[src/rtl/alu_pkg.sv]
// Shared definitions for the ALU issue path.
// Holds the ALU opcode encoding, the response error codes, the issuer FSM
// state encoding and the internal operation classes used to decide how a
// response is formed.
package alu_pkg;

    localparam logic [3:0] OP_SGT   = 4'd0;
    localparam logic [3:0] OP_SLT   = 4'd1;
    localparam logic [3:0] OP_SLTU  = 4'd2;
    localparam logic [3:0] OP_SUB   = 4'd3;
    localparam logic [3:0] OP_DIV   = 4'd4;
    localparam logic [3:0] OP_AND   = 4'd5;
    localparam logic [3:0] OP_SGE   = 4'd6;
    localparam logic [3:0] OP_XOR   = 4'd7;
    localparam logic [3:0] OP_SRL   = 4'd8;
    localparam logic [3:0] OP_PASSB = 4'd9;
    localparam logic [3:0] OP_MAX   = 4'd9;

    localparam logic [1:0] ERR_OK      = 2'b00;
    localparam logic [1:0] ERR_ILLEGAL = 2'b01;
    localparam logic [1:0] ERR_DIV0    = 2'b10;

    typedef enum logic [1:0] {
        ST_IDLE,
        ST_SETTLE,
        ST_RESP
    } state_t;

    // How the response of the in-flight operation is assembled.
    typedef enum logic [2:0] {
        CLS_ALU,
        CLS_CMP,
        CLS_SUB,
        CLS_DIV0,
        CLS_ILL
    } opClass_t;

    function automatic logic isCompare(input logic [3:0] op);
        return (op == OP_SGT) || (op == OP_SLT) || (op == OP_SLTU) || (op == OP_SGE);
    endfunction

endpackage

[src/rtl/alu_cmp_unit.sv]
// Combinational compare evaluator.
// Ports:
//   opcode_i - compare opcode (SGT, SLT, SGE signed; SLTU unsigned)
//   a_i, b_i - operands
//   result_o - 1 when the comparison holds, 0 otherwise (0 for non-compare ops)
module alu_cmp_unit
    import alu_pkg::*;
#(
    parameter int WIDTH = 64
) (
    input  logic [3:0]       opcode_i,
    input  logic [WIDTH-1:0] a_i,
    input  logic [WIDTH-1:0] b_i,
    output logic             result_o
);

    always_comb begin
        result_o = 1'b0;
        case (opcode_i)
            OP_SGT:  result_o = $signed(a_i) >  $signed(b_i);
            OP_SLT:  result_o = $signed(a_i) <  $signed(b_i);
            OP_SGE:  result_o = $signed(a_i) >= $signed(b_i);
            OP_SLTU: result_o = a_i < b_i;
            default: result_o = 1'b0;
        endcase
    end

endmodule

[src/rtl/alu_op_issuer.sv]
// Sequential front-end for the 64-bit combinational ALU.
// Accepts one request per req_valid/req_ready handshake, registers the
// operands onto the ALU inputs, waits SETTLE_CYCLES, then returns a tagged
// response on the rsp_valid/rsp_ready channel. One transaction in flight.
// Ports:
//   clk, rst_n                 - clock and synchronous active-low reset
//   req_*                      - request channel (opcode, operands, shift, tag)
//   alu_opcode/input1/input2/shiftValue - registered drive to the ALU
//   alu_result, alu_carryFlag  - ALU outputs
//   rsp_*                      - response channel (result, carry, tag, err)
//   busy                       - high whenever the issuer is not idle
module alu_op_issuer
    import alu_pkg::*;
#(
    parameter int WIDTH         = 64,
    parameter int SHAMT_W       = 5,
    parameter int TAG_W         = 4,
    parameter int SETTLE_CYCLES = 2
) (
    input  logic               clk,
    input  logic               rst_n,
    input  logic               req_valid,
    output logic               req_ready,
    input  logic [3:0]         req_opcode,
    input  logic [WIDTH-1:0]   req_a,
    input  logic [WIDTH-1:0]   req_b,
    input  logic [SHAMT_W-1:0] req_shamt,
    input  logic [TAG_W-1:0]   req_tag,
    output logic [3:0]         alu_opcode,
    output logic [WIDTH-1:0]   alu_input1,
    output logic [WIDTH-1:0]   alu_input2,
    output logic [SHAMT_W-1:0] alu_shiftValue,
    input  logic [WIDTH-1:0]   alu_result,
    input  logic               alu_carryFlag,
    output logic               rsp_valid,
    input  logic               rsp_ready,
    output logic [WIDTH-1:0]   rsp_result,
    output logic               rsp_carry,
    output logic [TAG_W-1:0]   rsp_tag,
    output logic [1:0]         rsp_err,
    output logic               busy
);

    localparam logic [3:0] SETTLE_LOAD = 4'(SETTLE_CYCLES - 1);

    state_t             state_q, state_d;
    opClass_t           opClass_q, opClass_d;
    logic [3:0]         cnt_q, cnt_d;
    logic [TAG_W-1:0]   tag_q, tag_d;
    logic [3:0]         aluOpcode_q, aluOpcode_d;
    logic [WIDTH-1:0]   aluInput1_q, aluInput1_d;
    logic [WIDTH-1:0]   aluInput2_q, aluInput2_d;
    logic [SHAMT_W-1:0] aluShift_q, aluShift_d;
    logic               rspValid_q, rspValid_d;
    logic [WIDTH-1:0]   rspResult_q, rspResult_d;
    logic               rspCarry_q, rspCarry_d;
    logic [TAG_W-1:0]   rspTag_q, rspTag_d;
    logic [1:0]         rspErr_q, rspErr_d;
    logic               busy_q, busy_d;
    logic               cmpResult;

    // Compares are evaluated on the operands already latched onto the ALU
    // inputs, so the result is stable for the whole settle window.
    alu_cmp_unit #(
        .WIDTH(WIDTH)
    ) u_cmp (
        .opcode_i(aluOpcode_q),
        .a_i     (aluInput1_q),
        .b_i     (aluInput2_q),
        .result_o(cmpResult)
    );

    always_ff @(posedge clk) begin
        if (!rst_n) begin
            state_q     <= ST_IDLE;
            opClass_q   <= CLS_ALU;
            cnt_q       <= '0;
            tag_q       <= '0;
            aluOpcode_q <= '0;
            aluInput1_q <= '0;
            aluInput2_q <= '0;
            aluShift_q  <= '0;
            rspValid_q  <= 1'b0;
            rspResult_q <= '0;
            rspCarry_q  <= 1'b0;
            rspTag_q    <= '0;
            rspErr_q    <= ERR_OK;
            busy_q      <= 1'b0;
        end else begin
            state_q     <= state_d;
            opClass_q   <= opClass_d;
            cnt_q       <= cnt_d;
            tag_q       <= tag_d;
            aluOpcode_q <= aluOpcode_d;
            aluInput1_q <= aluInput1_d;
            aluInput2_q <= aluInput2_d;
            aluShift_q  <= aluShift_d;
            rspValid_q  <= rspValid_d;
            rspResult_q <= rspResult_d;
            rspCarry_q  <= rspCarry_d;
            rspTag_q    <= rspTag_d;
            rspErr_q    <= rspErr_d;
            busy_q      <= busy_d;
        end
    end

    // Illegal opcodes leave the ALU inputs untouched and pass through a
    // single settle cycle (cnt=0), so their response appears one edge after
    // acceptance.
    always_comb begin
        state_d     = state_q;
        opClass_d   = opClass_q;
        cnt_d       = cnt_q;
        tag_d       = tag_q;
        aluOpcode_d = aluOpcode_q;
        aluInput1_d = aluInput1_q;
        aluInput2_d = aluInput2_q;
        aluShift_d  = aluShift_q;
        rspValid_d  = rspValid_q;
        rspResult_d = rspResult_q;
        rspCarry_d  = rspCarry_q;
        rspTag_d    = rspTag_q;
        rspErr_d    = rspErr_q;

        case (state_q)
            ST_IDLE: begin
                if (req_valid) begin
                    tag_d   = req_tag;
                    state_d = ST_SETTLE;
                    if (req_opcode > OP_MAX) begin
                        opClass_d = CLS_ILL;
                        cnt_d     = '0;
                    end else begin
                        aluOpcode_d = req_opcode;
                        aluInput1_d = req_a;
                        aluInput2_d = req_b;
                        aluShift_d  = req_shamt;
                        cnt_d       = SETTLE_LOAD;
                        if (isCompare(req_opcode))
                            opClass_d = CLS_CMP;
                        else if (req_opcode == OP_SUB)
                            opClass_d = CLS_SUB;
                        else if (req_opcode == OP_DIV && req_b == '0)
                            opClass_d = CLS_DIV0;
                        else
                            opClass_d = CLS_ALU;
                    end
                end
            end
            ST_SETTLE: begin
                if (cnt_q == '0) begin
                    rspValid_d  = 1'b1;
                    rspTag_d    = tag_q;
                    rspResult_d = alu_result;
                    rspCarry_d  = 1'b0;
                    rspErr_d    = ERR_OK;
                    state_d     = ST_RESP;
                    case (opClass_q)
                        CLS_ILL: begin
                            rspResult_d = '0;
                            rspErr_d    = ERR_ILLEGAL;
                        end
                        CLS_CMP:  rspResult_d = {{(WIDTH-1){1'b0}}, cmpResult};
                        CLS_SUB:  rspCarry_d  = alu_carryFlag;
                        CLS_DIV0: rspErr_d    = ERR_DIV0;
                        default:  rspResult_d = alu_result;
                    endcase
                end else begin
                    cnt_d = cnt_q - 4'd1;
                end
            end
            ST_RESP: begin
                if (rsp_ready) begin
                    rspValid_d = 1'b0;
                    state_d    = ST_IDLE;
                end
            end
            default: state_d = ST_IDLE;
        endcase

        busy_d = (state_d != ST_IDLE);
    end

    assign req_ready      = (state_q == ST_IDLE);
    assign alu_opcode     = aluOpcode_q;
    assign alu_input1     = aluInput1_q;
    assign alu_input2     = aluInput2_q;
    assign alu_shiftValue = aluShift_q;
    assign rsp_valid      = rspValid_q;
    assign rsp_result     = rspResult_q;
    assign rsp_carry      = rspCarry_q;
    assign rsp_tag        = rspTag_q;
    assign rsp_err        = rspErr_q;
    assign busy           = busy_q;

endmodule
[config.mk]
export PLATFORM = sky130hd
export DESIGN_NAME = alu_op_issuer
export DESIGN_NICKNAME = d
export VERILOG_FILES = /design/src/rtl/alu_pkg.sv /design/src/rtl/alu_cmp_unit.sv /design/src/rtl/alu_op_issuer.sv
export SDC_FILE = /design/constraint.sdc
export NUM_CORES = 1
export LEC_CHECK = 0
export ABC_AREA = 1
export CORE_MARGIN = 8
export CORE_UTILIZATION = 38
export DETAILED_ROUTE_END_ITERATION = 6
export PLACE_DENSITY = 0.79
export SYNTH_ARGS = -nofsm -noshare
export SYNTH_HDL_FRONTEND = slang
export SYNTH_SLANG_ARGS = --single-unit
[constraint.sdc]
create_clock -name clk -period 2.55 [get_ports clk]
set_clock_uncertainty 0.05 [all_clocks]
set_input_delay 0.6375 -clock clk [delete_from_list [all_inputs] [get_ports clk]]
set_output_delay 0.6375 -clock clk [all_outputs]
set_load 0.005 [all_outputs]
==> flow_summary.json, run 1 <==
{
  "status": "finished clean",
  "setup_viol": 0,
  "power_leakage_uw": 0.00586,
  "ios": 421,
  "clk_pin_slew_ns": 0.06,
  "dp_hpwl_mm": 26.8,
  "numCtsBuffers": 25,
  "setup.worst_path.class": "flop to flop",
  "synth_edf_count": 0,
  "slew_violations": 0,
  "grt_pass1_wl_mm": 54.9,
  "start_util": 0.382,
  "cp_num_buf_inv": 1,
  "nets": 1864,
  "core_sq_um": 24900,
  "period_minus_slack_ns": 2.29,
  "hold_buffers": 0,
  "synth_nets": 1455,
  "wire_per_inst_microns": 18.2,
  "row_count": 58,
  "ant_nets": 0,
  "cts_resized": 0,
  "drt-total-wl_mm": 35.3,
  "synth_cell_types": 34,
  "clock-root-buffer": "clkbuf_16",
  "ctsLongestPathBuffers": 3,
  "clock-sinks": 223,
  "grt_overflow": 0,
  "ys.warnings.count": 0,
  "max_freq_mhz": 436,
  "yosysSeqAreaShare": 0.470,
  "synthToLayoutAreaGrowth_pct": 57.9,
  "die_h_microns": 174,
  "ctsHtreeMaxLevel": 1,
  "hp-class": "flop to flop",
  "drcViolationCount": 0,
  "maxCapViolations": 0,
  "grt_max_degree": 66,
  "dr_total_vias": 9829,
  "max_slew_margin": 0.668,
  "power_density_nw_per_um2": 650,
  "synth-seq-cells": 223,
  "track_usage": 0.222,
  "gp_congestion": 0.890,
  "hold_viol": 0,
  "cts_setup_buffers": 0,
  "synth_xor_area_frac": 0,
  "clk_latency_ns": 0.52,
  "cp_common_cell": "nand2_1",
  "worst_pin_slew_ns": 0.497,
  "dr.pass1.iters": 5,
  "synth_compound_area_frac": 0.168,
  "drtIter0Drc": 607,
  "cp_slowest_cell": "dfxtp_1",
  "dominantRegCellSynth": "dfxtp_1",
  "cts_tree": "done",
  "synth_fa_ha_area_frac": 0.0856,
  "worstPathMaxFanout": 2,
  "worstPathArrival_ns": 2.64,
  "critPathCaptureType": "flop",
  "synthMuxAreaShare": 0,
  "async_flop_share": 0,
  "syn_inst": 1180,
  "drive_gt1_frac": 0.0486,
  "antenna_found_initial": 1,
  "cpPeakStageDelay_ns": 0.33,
  "netlist_area_sq_um": 9500,
  "numPortBuffers": 420,
  "path_cells": "inv_1 > ha_1 > nand2_1 > nor2_1 > nand2_1 > nor2_1 > nand4_1 > nor2_2 > nor3_1 > nand3_1 > nand2_1 > nor2_1 > nand2_1 > nand2_1 > a21oi_2",
  "synth_top_family_by_area": "simple AND/OR/NAND/NOR gates",
  "nFillCells": 2114,
  "die_w_microns": 174,
  "final_util": 0.603,
  "rsz0062_at_grt": "false",
  "die_area_sq_um": 30300,
  "synth_simple_gate_area_frac": 0.174,
  "power_uw": 9750,
  "via_per_inst": 5.08,
  "peakVddDrop_uv": 459,
  "grt_pass1_vias": 9980,
  "worst_setup_path_start_kind": "flop",
  "avgSynthCellArea_sq_um": 8.05,
  "crit_required_ns": 2.89,
  "cp_top_family": "simple AND/OR/NAND/NOR gates",
  "ff_latch_area_sq_um": 4460,
  "period_share": 0.900,
  "multi_input_area_sq_um": 4090
}
-- path summary, 6_finish.rpt --
check,startpoint,to,slack [ns],depth (start not counted)
max,alu_input2[31]$_SDFFE_PN0P_,rsp_result[0]$_SDFFE_PN0P_,0.26,15
min,alu_shiftValue[2]$_SDFFE_PN0P_,alu_shiftValue[2]$_SDFFE_PN0P_,0.42,2
max reg2reg,alu_input2[31]$_SDFFE_PN0P_,rsp_result[0]$_SDFFE_PN0P_,0.26,15
min reg2reg,alu_shiftValue[2]$_SDFFE_PN0P_,alu_shiftValue[2]$_SDFFE_PN0P_,0.42,2
-- registers in the layout, indices dropped and copies added (netlist names) --
signal and cells:
alu_input1 64, busy 1, rsp_carry 1, alu_input2 64, rsp_valid 1, alu_opcode 4
rsp_err 2, opClass_q 3, tag_q 4, rsp_tag 4, cnt_q 4, state_q 2
alu_shiftValue 5, rsp_result 64
-- cells in the final DEF, fill, tap and decap left out, types with 2 or more instances in the layout --
cell               n
o21ai_0          131
clkbuf_1           7
nand2_1           81
clkbuf_8           3
ha_1              65
buf_4             17
o21a_1             3
nand3b_1           2
nor4_1            12
clkdlybuf4s50_1  419
a22oi_1           64
buf_12            11
nor3_2             2
a211oi_1           2
o22ai_1           25
nand3_1          124
a21oi_1           39
nor3_1            10
inv_1            186
o21ai_1            2
bufinv_16          2
clkinv_2           3
nand2_2            2
nor2_1           112
o31ai_1            2
nand4_1           13
clkbuf_16         25
dfxtp_1          223
-- metrics by stage --
stage | TNS [ns] | hold WS (ns) | std cells | cell area [sq um] | worst slack [ns]
3_5_place_dp | -0.0183 | 0.409 | 1892 | 14200 | -0.0183
2_1_floorplan | 0 | 0.400 | 1180 | 9500 | 0.593
6_report | 0 | 0.416 | 1936 | 15000 | 0.256
4_1_cts | 0 | 0.422 | 1935 | 15000 | 0.239
5_1_grt | 0 | 0.438 | 1936 | 15000 | 0.0214
3_3_place_gp | 0 | 0.404 | 1892 | 14200 | 0.00876
-- worst reg2reg max path, delay by kind of cell, from the launching register on --
family          cells  cell delay, ns
flops               1            0.33
compound gates      1            0.05
fa+ha+maj           1            0.28
simple gates       12            1.39
buf+inv             1            0.05
-- power by group --
part / leakage [uW] / switching, uW / internal, uW
registers: 0.00182 / 181 / 3760
logic: 0.00365 / 1100 / 1180
clock network: 0.000387 / 1440 / 2090
-- synthesized netlist by cell type, types with 3 or more instances --
| cell | count | area, sq um |
|---|---|---|
| dfxtp_1 | 223 | 4460 |
| inv_1 | 186 | 698 |
| o21ai_0 | 131 | 656 |
| nand3_1 | 124 | 621 |
| nor2_1 | 113 | 424 |
| nand2_1 | 82 | 308 |
| ha_1 | 65 | 813 |
| a22oi_1 | 64 | 480 |
| clkbuf_1 | 43 | 161 |
| a21oi_1 | 39 | 195 |
| o22ai_1 | 25 | 156 |
| buf_2 | 21 | 105 |
| nand4_1 | 13 | 81.3 |
| nor4_1 | 12 | 75.1 |
| nor3_1 | 10 | 50.1 |
| o21a_1 | 3 | 22.5 |
| o21ai_1 | 3 | 15.0 |
-- final cells by class --
class | instances | area share
flip-flops and latches | 223 | 0.297
clock inverters | 8 | 0.00667
inverters | 188 | 0.0470
well taps | 330 | 0.0275
multi-input cells | 704 | 0.272
clock buffers | 35 | 0.0462
repair buffers | 447 | 0.303
diodes | 1 | 0.000167
-- kinds of logic after synthesis --
| kind of cell | count (synthesis) |
|---|---|
| and+or+nand+nor | 366 |
| AOI/OAI and AO/OA | 273 |
| buffers and inverters | 253 |
| DFF | 223 |
| adders and majority gates | 65 |
-- layer usage --
layer	global-route usage	vias to the layer above	share of wire
li1	-	4789	-
met1	0.252	4574	0.39
met2	0.395	383	0.50
met3	0.0529	83	0.068
met4	0.0905	0	0.044
met5	0	-	0
No activity file was read; power rests on OpenSTA's default activity.
==> run 2, diff against run 1 <==
--- a/config.mk
+++ b/config.mk
@@ -9,6 +9,7 @@
 export CORE_MARGIN = 8
 export CORE_UTILIZATION = 38
 export DETAILED_ROUTE_END_ITERATION = 6
+export GPL_ROUTABILITY_DRIVEN = 0
 export PLACE_DENSITY = 0.79
 export SYNTH_ARGS = -nofsm -noshare
 export SYNTH_HDL_FRONTEND = slang
==> constraint.sdc (replaced) <==
create_clock -name clk -period 2.5 [get_ports clk]
set_clock_uncertainty 0.05 [all_clocks]
set_input_delay 0.625 -clock clk [delete_from_list [all_inputs] [get_ports clk]]
set_output_delay 0.625 -clock clk [all_outputs]
set_load 0.005 [all_outputs]
==> run 2 against run 1 <==
Core utilization increased by 0.31 points. Worst setup slack improved by 0.0071 ns. Clock power increased by 4%. Sequential power increased by 2%. Critical path depth decreased by 2. Combinational power increased by 4%. Register-to-register slack about the same. First-iteration DRC count increased by 12%. Worst hold slack improved by 0.0013 ns. Fmax increased by 2.6%. Largest cell class unchanged. Highest routed layer unchanged.
==> flow_summary.json, run 2 (same netlist as run 1, synthesis figures left out) <==
{
  "wl_met1_mm": 14.1,
  "holdPathStages": 2,
  "start_util": 0.382,
  "core_sq_um": 24900,
  "numCtsBuffers": 25,
  "clock-sinks": 223,
  "status": "finished clean",
  "peakVddDrop_uv": 544,
  "layout.cells.non_filler": 1941,
  "hold_start": "alu_shiftValue[2]$_SDFFE_PN0P_",
  "crit_start": "alu_input2[14]$_SDFFE_PN0P_",
  "dp.cells": 1892,
  "antenna_found_initial": 2,
  "row_count": 58,
  "synthToLayoutAreaGrowth_pct": 58.7,
  "tns_ns": 0,
  "max_freq_mhz": 447,
  "wl_met2_mm": 18.1,
  "worst_pin_slew_ns": 0.502,
  "slew_violations": 0,
  "min_to": "alu_shiftValue[2]$_SDFFE_PN0P_",
  "clk_pin_slew_ns": 0.06,
  "period_share": 0.895,
  "maxCapViolations": 0,
  "worst_setup_path_start_kind": "flop",
  "power_density_nw_per_um2": 666,
  "regToRegSetupSlack_ns": 0.26,
  "grt_overflow": 0,
  "worstPathMaxFanout": 3,
  "ctsLongestPathBuffers": 3,
  "via_per_inst": 5.06,
  "setup.worst_path.class": "flop to flop",
  "max_slew_margin": 0.665,
  "mostFrequentLayoutCell": "clkdlybuf4s50_1",
  "crit_required_ns": 2.85,
  "dr_total_vias": 9813,
  "dr.pass1.iters": 5,
  "clk_latency_ns": 0.52,
  "final_util": 0.606,
  "clock-root-buffer": "clkbuf_16",
  "reg2regPathDepth": 13,
  "die_h_microns": 174,
  "hold_buffers": 0,
  "period_minus_slack_ns": 2.24,
  "r2r_start": "alu_input2[14]$_SDFFE_PN0P_",
  "nFillCells": 2137,
  "cts_tree": "done",
  "drt-total-wl_mm": 36.0,
  "wire_per_inst_microns": 18.5,
  "pre_cts_ws_ns": -0.0186,
  "track_usage": 0.226,
  "hp-class": "flop to flop",
  "drive_gt1_frac": 0.0541,
  "setup_slack_ns": 0.263,
  "nets": 1865,
  "grt_max_degree": 66,
  "setup_viol": 0,
  "dp_hpwl_mm": 27.5,
  "ios": 421,
  "route.met3.wl_mm": 2.23,
  "die_w_microns": 174,
  "critPathCaptureType": "flop",
  "grt_pass1_wl_mm": 55.6,
  "worstPathArrival_ns": 2.59,
  "top_layer_used": "met4",
  "grt_pass1_vias": 10100,
  "power_leakage_uw": 0.00589,
  "hold_viol": 0,
  "ant_nets": 0,
  "numPortBuffers": 420,
  "ctsHtreeMaxLevel": 1,
  "final_cell_mix": "clkdlybuf4s50_1 (419), dfxtp_1 (223), inv_1 (186)",
  "rr_endpoint": "rsp_result[0]$_SDFFE_PN0P_",
  "drcViolationCount": 0,
  "drtIter0Drc": 679,
  "die_area_sq_um": 30300
}
[run 2: cell types whose count changed in the layout (fill, tap and decap cells not counted), sizes merged]
cell	before	now
diode	1	2
clkinvlp	1	0
clkbuf	35	38
clkinv	5	6
buf	28	29
[run 2: power by group]
| group | switching (uW) | total [uW] | internal [uW] |
|---|---|---|---|
| clock network | 1460 | 3660 | 2200 |
| logic | 1140 | 2360 | 1220 |
| registers | 191 | 4030 | 3840 |
[run 2: per-stage QoR]
step | hold slack, ns | total power, uW | cell area, sq um
floorplan | 0.400 | 5110 | 9500
global placement | 0.403 | 6370 | 14200
detailed placement | 0.408 | 6430 | 14200
CTS | 0.422 | 10100 | 15100
global route | 0.455 | 10600 | 15100
finish | 0.417 | 10100 | 15100
[run 2: routing by layer]
layer | up-vias | GRT usage
li1 | 4781 | -
met1 | 4632 | 0.252
met2 | 319 | 0.405
met3 | 81 | 0.0527
met4 | 0 | 0.0962
met5 | - | 0
[run 2: critical path: stages, from the launching register on]
cell	delay, ns
dfxtp_1	0.35
inv_1	0.07
ha_1	0.27
nand2_1	0.09
nor3_1	0.36
nand4_1	0.28
nor2_2	0.20
nor3_1	0.06
nand3_1	0.08
nand2_1	0.05
nor2_1	0.08
nand2_1	0.06
nand2_1	0.08
a21oi_2	0.05
[run 2: worst max-delay path by stage]
stage | endpoint | slack, ns
finish | rsp_result[0]$_SDFFE_PN0P_ | 0.26
global route | rsp_result[0]$_SDFFE_PN0P_ | -0.03
CTS | rsp_result[0]$_SDFFE_PN0P_ | 0.19
detailed placement | opClass_q[0]$_SDFFE_PN0P_ | -0.02
global placement | opClass_q[1]$_SDFFE_PN0P_ | 0.01
floorplan | rsp_result[0]$_SDFFE_PN0P_ | 0.54
[run 2: layout make-up]
cell class                 count  area, sq um  area share
clock buffer                  38          724      0.0480
antenna                        2         5.00    0.000332
timing repair buffer         448         4570       0.303
multi-input combinational    704         4110       0.272
clock inverter                 8         93.8     0.00622
sequential                   223         4460       0.296
inverter                     188          706      0.0468
tap                          330          413      0.0274
[run 2: timing repair]
| action | in CTS | in global routing |
|---|---|---|
| setup endpoints to repair | 0 | 1 |
| resized for setup | 0 | 6 |
| buffers inserted | 0 | 1 |
==> run 3, diff against run 2 <==
--- a/config.mk
+++ b/config.mk
@@ -6,11 +6,13 @@
 export NUM_CORES = 1
 export LEC_CHECK = 0
 export ABC_AREA = 1
-export CORE_MARGIN = 8
+export CORE_MARGIN = 5
 export CORE_UTILIZATION = 38
 export DETAILED_ROUTE_END_ITERATION = 6
 export GPL_ROUTABILITY_DRIVEN = 0
 export PLACE_DENSITY = 0.79
+export SKIP_CTS_REPAIR_TIMING = 1
 export SYNTH_ARGS = -nofsm -noshare
 export SYNTH_HDL_FRONTEND = slang
 export SYNTH_SLANG_ARGS = --single-unit
+export TNS_END_PERCENT = 20
==> run 3 against run 2 <==
Die area down 6.8%. Non-clock buffer count down 2. Highest routed layer unchanged. Fmax down 1.2%. Total power down 1.6%. Register-to-register slack worse by 0.03 ns. Core utilization up 0.94 points. Largest cell class unchanged.
==> flow_summary.json, run 3 (same netlist as run 1, synthesis figures left out) <==
{
  "mostFrequentLayoutCell": "clkdlybuf4s50_1",
  "max_slew_margin": 0.708,
  "design_area_sq_um": 15100,
  "nets": 1863,
  "cp_slowest_cell": "dfxtp_1",
  "worstPathMaxFanout": 2,
  "clk_pin_slew_ns": 0.06,
  "grt_max_degree": 74,
  "period_share": 0.906,
  "synthToLayoutAreaGrowth_pct": 58.4,
  "power_density_nw_per_um2": 657,
  "cts_tree": "done",
  "worstPathArrival_ns": 2.60,
  "numPortBuffers": 420,
  "dp_hpwl_mm": 25.9,
  "rr_endpoint": "rsp_result[0]$_SDFFE_PN0P_",
  "pre_cts_ws_ns": 0.0543,
  "power_leakage_uw": 0.00585,
  "core_sq_um": 24500,
  "crit_required_ns": 2.83,
  "grt_pass1_wl_mm": 51.9,
  "holdPathStages": 2,
  "clock-sinks": 223,
  "drtIter0Drc": 704,
  "hold_viol": 0,
  "hold_start": "alu_shiftValue[1]$_SDFFE_PN0P_",
  "ios": 421,
  "die_w_microns": 168,
  "grt_pass1_vias": 9494,
  "status": "finished clean",
  "placed_area_sq_um": 14200,
  "worst_pin_slew_ns": 0.438,
  "period_minus_slack_ns": 2.27,
  "die_area_sq_um": 28300,
  "peakVddDrop_uv": 645,
  "cp_common_cell": "nand2_1",
  "ctsLongestPathBuffers": 3,
  "critPathCaptureType": "flop",
  "hp-class": "flop to flop",
  "via_per_inst": 5.05,
  "drt-total-wl_mm": 34.2,
  "die_h_microns": 168,
  "final_cell_mix": "clkdlybuf4s50_1 (419), dfxtp_1 (221), inv_1 (185)",
  "ant_nets": 0,
  "row_count": 57,
  "min_to": "alu_shiftValue[1]$_SDFFE_PN0P_",
  "max_freq_mhz": 441,
  "holdWs_ns": 0.421,
  "slew_violations": 0,
  "drcViolationCount": 0,
  "reg2regPathDepth": 15,
  "clock-root-buffer": "clkbuf_16",
  "path_cells": "inv_1 > ha_1 > nand2_1 > nor2_2 > nand2_2 > nor2_4 > nand4_1 > nor2_2 > nor3_1 > nand3_1 > nand2_1 > nor2_1 > nand2_1 > nand2_2 > a21oi_2",
  "power_uw": 9900,
  "wire_per_inst_microns": 17.7,
  "setup_viol": 0,
  "start_util": 0.388,
  "numCtsBuffers": 25,
  "antenna_found_initial": 0,
  "worst_setup_path_start_kind": "flop",
  "ctsHtreeMaxLevel": 1,
  "setup_slack_ns": 0.235,
  "setup.worst_path.class": "flop to flop",
  "final_util": 0.615,
  "dr.pass1.iters": 7,
  "cpPeakStageDelay_ns": 0.36,
  "dr_total_vias": 9723,
  "track_usage": 0.225,
  "r2r_start": "alu_input2[28]$_SDFFE_PN0P_",
  "regToRegSetupSlack_ns": 0.23,
  "maxCapViolations": 0,
  "drive_gt1_frac": 0.0555,
  "clk_latency_ns": 0.51,
  "crit_start": "alu_input2[28]$_SDFFE_PN0P_",
  "nFillCells": 2085,
  "grt_overflow": 0,
  "n_antenna_cell": 0
}
-- run 3: layout make-up --
class / instances / area (sq um) / share of cell area
Timing Repair Buffer: 446 / 4550 / 0.302
Sequential cell: 223 / 4470 / 0.297
Inverter: 188 / 706 / 0.0469
Clock inverter: 6 / 62.6 / 0.00416
Clock buffer: 36 / 717 / 0.0476
Tap cell: 324 / 405 / 0.0269
Multi-Input combinational cell: 704 / 4150 / 0.276
-- run 3: worst max-delay path: cells and delay by family, from the launching register on --
kind	cells	cell delay [ns]
AND/OR/NAND/NOR	12	1.32
flip-flops	1	0.36
adder cells (fa/ha/maj)	1	0.28
buffers and inverters	1	0.08
AO/OA/AOI/OAI	1	0.05
-- run 3: how the worst max path moves through the flow --
stage | cells after the start | endpoint | slack (ns)
2_1_floorplan | 17 | rsp_result[0]$_SDFFE_PN0P_ | 0.54
3_3_place_gp | 8 | opClass_q[1]$_SDFFE_PN0P_ | 0.04
3_5_place_dp | 8 | opClass_q[0]$_SDFFE_PN0P_ | 0.05
4_1_cts | 14 | rsp_result[0]$_SDFFE_PN0P_ | 0.09
5_1_grt | 15 | rsp_result[0]$_SDFFE_PN0P_ | -0.02
6_report | 15 | rsp_result[0]$_SDFFE_PN0P_ | 0.23
-- run 3: per-stage QoR --
stage	TNS, ns	instances
final	0	1927
after global routing	-0.0202	1927
after CTS	0	1925
after detailed placement	0	1883
after global placement	0	1883
after floorplan	0	1180
-- run 3: layer usage --
layer / up-vias / GRT usage / routed length (microns)
met4: 0 / 0.0850 / 1370
met3: 85 / 0.0502 / 2410
met2: 364 / 0.395 / 16700
met5: - / 0 / 0
li1: 4789 / - / -
met1: 4485 / 0.269 / 13700
-- run 3: where the power goes --
group          leakage, uW  internal, uW  total (uW)  switching (uW)
clock network     0.000374          2080        3510            1430
registers          0.00182          3840        4020             183
logic              0.00366          1230        2370            1140
total              0.00585          7140        9900            2750
